File: config.mk
export PLATFORM = sky130hd
export DESIGN_NAME = pipeline_ctrl
export DESIGN_NICKNAME = d
export VERILOG_FILES = /design/src/rtl/types_pkg.sv /design/src/rtl/sat_counter.sv /design/src/rtl/pipeline_ctrl.sv
export SDC_FILE = /design/constraint.sdc
export NUM_CORES = 1
export LEC_CHECK = 0
export ABC_AREA = 1
export BUFFER_PORTS_ARGS = -buffer_cell sky130_fd_sc_hd__buf_2
export CAP_MARGIN = 20
export CORE_ASPECT_RATIO = 0.5
export CORE_MARGIN = 2
export CORE_UTILIZATION = 35
export CTS_CLUSTER_DIAMETER = 120
export DETAILED_ROUTE_END_ITERATION = 10
export HOLD_SLACK_MARGIN = 0.05
export PLACE_DENSITY = 0.67
export SETUP_SLACK_MARGIN = 0.3
export SLEW_MARGIN = 30
export SYNTH_ARGS = -nofsm -noshare
export SYNTH_HDL_FRONTEND = slang
export SYNTH_HIERARCHICAL = 1
export SYNTH_SLANG_ARGS = --single-unit
File: constraint.sdc
create_clock -name clk -period 4.25 [get_ports clk]
set_clock_uncertainty 0.2 [all_clocks]
set_input_delay 0.425 -clock clk [delete_from_list [all_inputs] [get_ports clk]]
set_output_delay 0.425 -clock clk [all_outputs]
set_load 0.05 [all_outputs]
File: src/rtl/types_pkg.sv
// Shared types for the pipeline sequencer.
//   ctrl_state_t : sequencer states (RUN, FLUSH, DRAIN, HALTED)
//   fwd_sel_t    : forwarding mux source (regfile, EX/MEM, MEM/WB)
//   HAZ_*        : bit positions inside the decode hazard vector
//   fwd_pick     : turns an (s2, s3) hazard pair into a select, s2 first
package types_pkg;

  typedef enum logic [1:0] {
    RUN    = 2'd0,
    FLUSH  = 2'd1,
    DRAIN  = 2'd2,
    HALTED = 2'd3
  } ctrl_state_t;

  typedef enum logic [1:0] {
    FWD_RF = 2'd0,
    FWD_S2 = 2'd1,
    FWD_S3 = 2'd2
  } fwd_sel_t;

  localparam int HAZ_W      = 11;
  localparam int HAZ_A_S3   = 0;
  localparam int HAZ_A_S2   = 1;
  localparam int HAZ_B_S2   = 2;
  localparam int HAZ_B_S3   = 3;
  localparam int HAZ_BR_S2  = 4;
  localparam int HAZ_BR_S3  = 5;
  localparam int HAZ_R0_S2  = 6;
  localparam int HAZ_R0_S3  = 7;
  localparam int HAZ_SW_S2  = 8;
  localparam int HAZ_SW_S3  = 9;
  localparam int HAZ_SW_S2B = 10;

  // The EX/MEM producer is younger than the MEM/WB one, so it wins.
  function automatic fwd_sel_t fwd_pick(input logic s2, input logic s3);
    if (s2)      return FWD_S2;
    else if (s3) return FWD_S3;
    else         return FWD_RF;
  endfunction

endpackage

File: src/rtl/sat_counter.sv
// Saturating event counter.
//   clk, rst_n : clock, asynchronous active-low reset
//   inc        : count one event this cycle
//   clr        : synchronous clear, wins over inc
//   count      : current value, sticks at all-ones
module sat_counter #(
  parameter int W = 16
) (
  input  logic         clk,
  input  logic         rst_n,
  input  logic         inc,
  input  logic         clr,
  output logic [W-1:0] count
);

  always_ff @(posedge clk or negedge rst_n) begin
    if (!rst_n) begin
      count <= '0;
    end else if (clr) begin
      count <= '0;
    end else if (inc && (count != '1)) begin
      count <= count + W'(1);
    end
  end

endmodule

File: src/rtl/pipeline_ctrl.sv
// Pipeline sequencer between decode hazard logic and the pipeline registers.
//   clk, rst_n            : clock, asynchronous active-low reset
//   haz[10:0], stall      : decode hazard vector and load-use stall request
//   branch_taken          : branch resolved taken in EX
//   halt_id               : HALT instruction sitting in ID
//   cnt_clr               : synchronous clear of both performance counters
//   pc_we, ifid_we        : PC / IF-ID write enables (same cycle)
//   idex_bubble           : load NOP into ID/EX (same cycle)
//   ifid_flush            : squash IF/ID (same cycle)
//   fwd_*_sel             : registered forward selects aligned with ID/EX
//   halted                : pipeline drained and frozen
//   stall_cnt, flush_cnt  : saturating event counters
//   ctrl_state            : current sequencer state, for debug and checkers
module pipeline_ctrl
  import types_pkg::*;
#(
  parameter int CNT_W     = 16,
  parameter int DRAIN_CYC = 3
) (
  input  logic              clk,
  input  logic              rst_n,
  input  logic [HAZ_W-1:0]  haz,
  input  logic              stall,
  input  logic              branch_taken,
  input  logic              halt_id,
  input  logic              cnt_clr,
  output logic              pc_we,
  output logic              ifid_we,
  output logic              idex_bubble,
  output logic              ifid_flush,
  output logic [1:0]        fwd_a_sel,
  output logic [1:0]        fwd_b_sel,
  output logic [1:0]        fwd_br_sel,
  output logic [1:0]        fwd_r0_sel,
  output logic [1:0]        fwd_sw_sel,
  output logic              halted,
  output logic [CNT_W-1:0]  stall_cnt,
  output logic [CNT_W-1:0]  flush_cnt,
  output ctrl_state_t       ctrl_state
);

  localparam int DW = (DRAIN_CYC > 1) ? $clog2(DRAIN_CYC) : 1;

  ctrl_state_t   state, next_state;
  logic [DW-1:0] drain_cnt;
  logic          drain_load, drain_dec;
  logic          stall_inc, flush_inc;
  fwd_sel_t      a_nxt, b_nxt, br_nxt, r0_nxt, sw_nxt;

  assign ctrl_state = state;
  assign halted     = (state == HALTED);

  // Next state and same-cycle pipeline controls.
  always_comb begin
    next_state  = state;
    pc_we       = 1'b0;
    ifid_we     = 1'b0;
    idex_bubble = 1'b0;
    ifid_flush  = 1'b0;
    drain_load  = 1'b0;
    drain_dec   = 1'b0;
    stall_inc   = 1'b0;
    flush_inc   = 1'b0;
    case (state)
      RUN: begin
        if (branch_taken) begin
          pc_we       = 1'b1;
          ifid_we     = 1'b1;
          ifid_flush  = 1'b1;
          idex_bubble = 1'b1;
          flush_inc   = 1'b1;
          next_state  = FLUSH;
        end else if (stall) begin
          idex_bubble = 1'b1;
          stall_inc   = 1'b1;
        end else if (halt_id) begin
          // HALT itself moves into ID/EX; fetch freezes from now on.
          drain_load = 1'b1;
          next_state = DRAIN;
        end else begin
          pc_we   = 1'b1;
          ifid_we = 1'b1;
        end
      end
      FLUSH: begin
        if (branch_taken) begin
          pc_we       = 1'b1;
          ifid_we     = 1'b1;
          ifid_flush  = 1'b1;
          idex_bubble = 1'b1;
          flush_inc   = 1'b1;
          next_state  = FLUSH;
        end else begin
          // ID holds the squashed slot: hazards, stall and halt are moot.
          pc_we       = 1'b1;
          ifid_we     = 1'b1;
          idex_bubble = 1'b1;
          next_state  = RUN;
        end
      end
      DRAIN: begin
        if (branch_taken) begin
          // The HALT was fetched down the wrong path; redirect instead.
          pc_we       = 1'b1;
          ifid_we     = 1'b1;
          ifid_flush  = 1'b1;
          idex_bubble = 1'b1;
          flush_inc   = 1'b1;
          next_state  = FLUSH;
        end else begin
          idex_bubble = 1'b1;
          if (drain_cnt == '0) next_state = HALTED;
          else                 drain_dec  = 1'b1;
        end
      end
      HALTED: begin
        idex_bubble = 1'b1;
      end
      default: begin
        next_state = RUN;
      end
    endcase
  end

  // Decoded selects for whatever is in ID right now.
  always_comb begin
    a_nxt  = fwd_pick(haz[HAZ_A_S2], haz[HAZ_A_S3]);
    b_nxt  = fwd_pick(haz[HAZ_B_S2], haz[HAZ_B_S3]);
    br_nxt = fwd_pick(haz[HAZ_BR_S2], haz[HAZ_BR_S3]);
    r0_nxt = fwd_pick(haz[HAZ_R0_S2], haz[HAZ_R0_S3]);
    sw_nxt = fwd_pick(haz[HAZ_SW_S2] | haz[HAZ_SW_S2B], haz[HAZ_SW_S3]);
  end

  always_ff @(posedge clk or negedge rst_n) begin
    if (!rst_n) begin
      state      <= RUN;
      drain_cnt  <= '0;
      fwd_a_sel  <= FWD_RF;
      fwd_b_sel  <= FWD_RF;
      fwd_br_sel <= FWD_RF;
      fwd_r0_sel <= FWD_RF;
      fwd_sw_sel <= FWD_RF;
    end else begin
      state <= next_state;
      if (drain_load)     drain_cnt <= DW'(DRAIN_CYC - 1);
      else if (drain_dec) drain_cnt <= drain_cnt - DW'(1);
      // A bubble in ID/EX must not forward anything.
      if (idex_bubble) begin
        fwd_a_sel  <= FWD_RF;
        fwd_b_sel  <= FWD_RF;
        fwd_br_sel <= FWD_RF;
        fwd_r0_sel <= FWD_RF;
        fwd_sw_sel <= FWD_RF;
      end else begin
        fwd_a_sel  <= a_nxt;
        fwd_b_sel  <= b_nxt;
        fwd_br_sel <= br_nxt;
        fwd_r0_sel <= r0_nxt;
        fwd_sw_sel <= sw_nxt;
      end
    end
  end

  sat_counter #(.W(CNT_W)) u_stall_cnt (
    .clk   (clk),
    .rst_n (rst_n),
    .inc   (stall_inc),
    .clr   (cnt_clr),
    .count (stall_cnt)
  );

  sat_counter #(.W(CNT_W)) u_flush_cnt (
    .clk   (clk),
    .rst_n (rst_n),
    .inc   (flush_inc),
    .clr   (cnt_clr),
    .count (flush_cnt)
  );

endmodule
==> impl_metrics.tcl <==
set metrics [dict create \
    synth_area_mm2 0.002764 \
    diodes 0 \
    routedWlPerCell_um 11.50 \
    finalInstanceArea_mm2 0.003317 \
    finalSetupTns_ps 0 \
    use_met2_pct 27.75 \
    timing.final.crit_share_pct 54.23 \
    crit_arrival_ps 2320 \
    crit_chain "ha_1, nor2_1, inv_1, nor2_1, nand4_1, nand2_1" \
    drv_cap 0 \
    critical_path.reg2reg.endpoint "u_flush_cnt/count[10]$_DFFE_PN0P_" \
    cts.sink_count 46 \
    final_cell_mix "nand2_1, buf_2, nor2_1, dfrtp_1, inv_1" \
    max_stage_delay_ps 700 \
    synth_warnings 6 \
    dpl.cell_count 539 \
    finalNonFillerCells 546 \
    die_y_um 66.84 \
    worstReg2RegStart "ctrl_state[1]$_DFFE_PN0P_" \
    hold_viol_final 0 \
    layout_setup_ws_ps 1945 \
    synth_top_area_share_pct 41.65 \
    gr-total-overflow 0 \
    critPathKind "reg2reg" \
    min_path_cells 3 \
    yosysSeqAreaShare_pct 41.65 \
    grt_max_degree 47 \
    maxSlewViolCount 0 \
    preCtsSetupSlack_ps 1980 \
    pin_count 66 \
    cts_tree "yes" \
    synth_area_per_cell_um2 7.410 \
    wl_mm 6.280 \
    synth_seq_cells 46 \
    clk_pin_slew_ps 60 \
    comb_power_share_pct 33.4 \
    peakVddDrop_mv 0.1940 \
    fill_cells 764 \
    die_w_um 129.7 \
    clk_latency_ps 280 \
    hpwl_mm 4.663 \
    crit_buf_inv 1 \
    syn_inst 373 \
    drc_errors 0 \
    gp_congestion 0.7794 \
    antenna_found_initial 0 \
    cts_resized 0 \
    first_pass_iters 4 \
    seqPwrFrac_pct 37.6 \
    worstMarginPinSlew_ps 903.5 \
    cpMostUsedCell "nor2_1" \
    setup_viol 0 \
    drt_iter0_drc 170 \
    die-area_mm2 0.008667 \
    use_met1_pct 19.73 \
    p_per_area_mw_per_mm2 395.7 \
    rrSetupSlack_ps 1950 \
    hold_class "in2reg" \
    numCtsBuffers 5 \
    grt_usage_pct 15.73 \
    clkPwrFrac_pct 28.9 \
    use_met3_pct 3.534 \
    core_region_area_mm2 0.007487 \
    drive_above_1_share_pct 22.60 \
    seqCellArea_mm2 0.001151 \
    fmax_ghz 0.4339 \
    htree_num_levels 2 \
    rr_worst_depth 6 \
    synthDistinctLibCells 34 \
    grt_pass1_vias 2420 \
    cts_root_buf "clkbuf_16" \
    synth_top_area_cell "dfrtp_1" \
    layout_commonest_cell "nand2_1" \
    grt_pass1_wl_mm 10.85 \
    rsz0062_at_grt "no" \
    vias 2514 \
    ant_nets 0 \
    fin_crit_ps 2305 \
    multi_input_area_mm2 0.001389 \
    sw_frac_of_total_pct 38.51 \
    cp-end-kind "flip-flop" \
    hp-start "haz[5]" \
    io_buffers 65 \
    area_growth_pct 20.01 \
    rows 22 \
    cp-start-kind "flip-flop" \
    run_status "finished, final reports clean" \
    p_switching_uw 505.4 \
    hold_end "fwd_br_sel[1]$_DFF_PN0_" \
    cts_setup_buffers 0 \
    critical_path.top_delay_family "simple AND/OR/NAND/NOR gates" \
    dpl_cell_area_mm2 0.003168 \
    crit_fanout 13 \
    vias_per_cell 4.604 \
    total_leakage_power_nw 1.769 \
    syn_nets 399 \
    slowest_stage "nor2_1" \
    relSlewSlack_pct 39.54 \
    start_util_pct 36.92 \
    clk_path_buf_depth 2 \
    p_int_uw 807.0 \
    top_usage_layer "met2" \
    fin_nets 465 \
    yosys-top-cells-area "dfrtp_1, nand2_1, nor2_1" \
    required_ps 4270 \
]
-- per-layer routing --
layer	share of wire, %	up-vias
li1	-	1316
met1	48	1156
met2	48	38
met3	3.6	4
met4	0.65	0
met5	0	-
-- Yosys cell counts (all sizes together) --
library cell	instances
xnor2	5
o21ai	13
nor2	55
nand4	16
nand3b	1
a21oi	9
buf	6
ha	9
nor3	2
or2	1
o211ai	1
xor2	3
dfrtp	46
clkbuf	1
o21bai	4
inv	41
clkinv	2
nand3	30
nand2	128
-- stage by stage --
stage	utilization (%)	hold slack, ps	power, mW
global placement	42.28	293.6	0.9328
CTS	44.30	161.7	1.326
finish	44.30	165.4	1.312
global route	44.30	173.6	1.382
floorplan	-	-70.59	0.8555
detailed placement	42.31	276.5	0.9404
-- worst reg2reg max path, cell delays in order, from the launching register on --
cell     delay [ps]
dfrtp_1         430
ha_1            250
nor2_1          300
inv_1            70
nor2_1          700
nand4_1         170
nand2_1         120
-- how the worst max path moves through the flow --
stage,endpoint,start,cells after the start
floorplan,pc_we,ctrl_state[0]$_DFFE_PN0P_,3
global placement,u_flush_cnt/count[8]$_DFFE_PN0P_,ctrl_state[0]$_DFFE_PN0P_,6
detailed placement,u_flush_cnt/count[10]$_DFFE_PN0P_,ctrl_state[1]$_DFFE_PN0P_,6
CTS,idex_bubble,ctrl_state[0]$_DFFE_PN0P_,4
global route,u_flush_cnt/count[15]$_DFFE_PN0P_,ctrl_state[1]$_DFFE_PN0P_,6
finish,u_flush_cnt/count[10]$_DFFE_PN0P_,ctrl_state[1]$_DFFE_PN0P_,6
-- power groups by stage --
| stage | sequential, mW | combinational [mW] | clock [mW] |
|---|---|---|---|
| 6_report | 0.494 | 0.439 | 0.380 |
| 5_1_grt | 0.497 | 0.476 | 0.409 |
| 4_1_cts | 0.493 | 0.441 | 0.392 |
| 3_5_place_dp | 0.501 | 0.439 | 0 |
| 3_3_place_gp | 0.499 | 0.433 | 0 |
| 2_1_floorplan | 0.574 | 0.282 | 0 |
-- kinds of logic (layout without fill, tap and decap cells) --
kind of cell	count (synthesis)	after routing	synth area share [%]
adders and majority gates	9	9	4.074
xor gates and xnor gates	8	8	2.535
and+or+nand+nor	233	233	37.75
buffers and inverters	50	115	8.103
AOI/OAI and AO/OA	27	27	5.885
DFF	46	46	41.65
-- sequential cells by signal, indices dropped and copies added (netlist names) --
register / flops
fwd_b_sel: 2
ctrl_state: 2
fwd_a_sel: 2
u_flush_cnt/count: 16
fwd_br_sel: 2
u_stall_cnt/count: 16
drain_cnt: 2
fwd_r0_sel: 2
fwd_sw_sel: 2
-- layout make-up --
| type | instances | share of cell area [%] |
|---|---|---|
| clock buffers | 6 | 4.187 |
| inverters | 43 | 4.979 |
| multi-input cells | 277 | 41.87 |
| flip-flops and latches | 46 | 34.70 |
| well taps | 108 | 4.074 |
| repair buffers | 66 | 10.18 |
-- timing repair --
action	CTS	global route
hold endpoints to repair	46	0
hold buffers	1	0
endpoints found under the setup margin	0	0
Power figures use the tool's default switching activity.
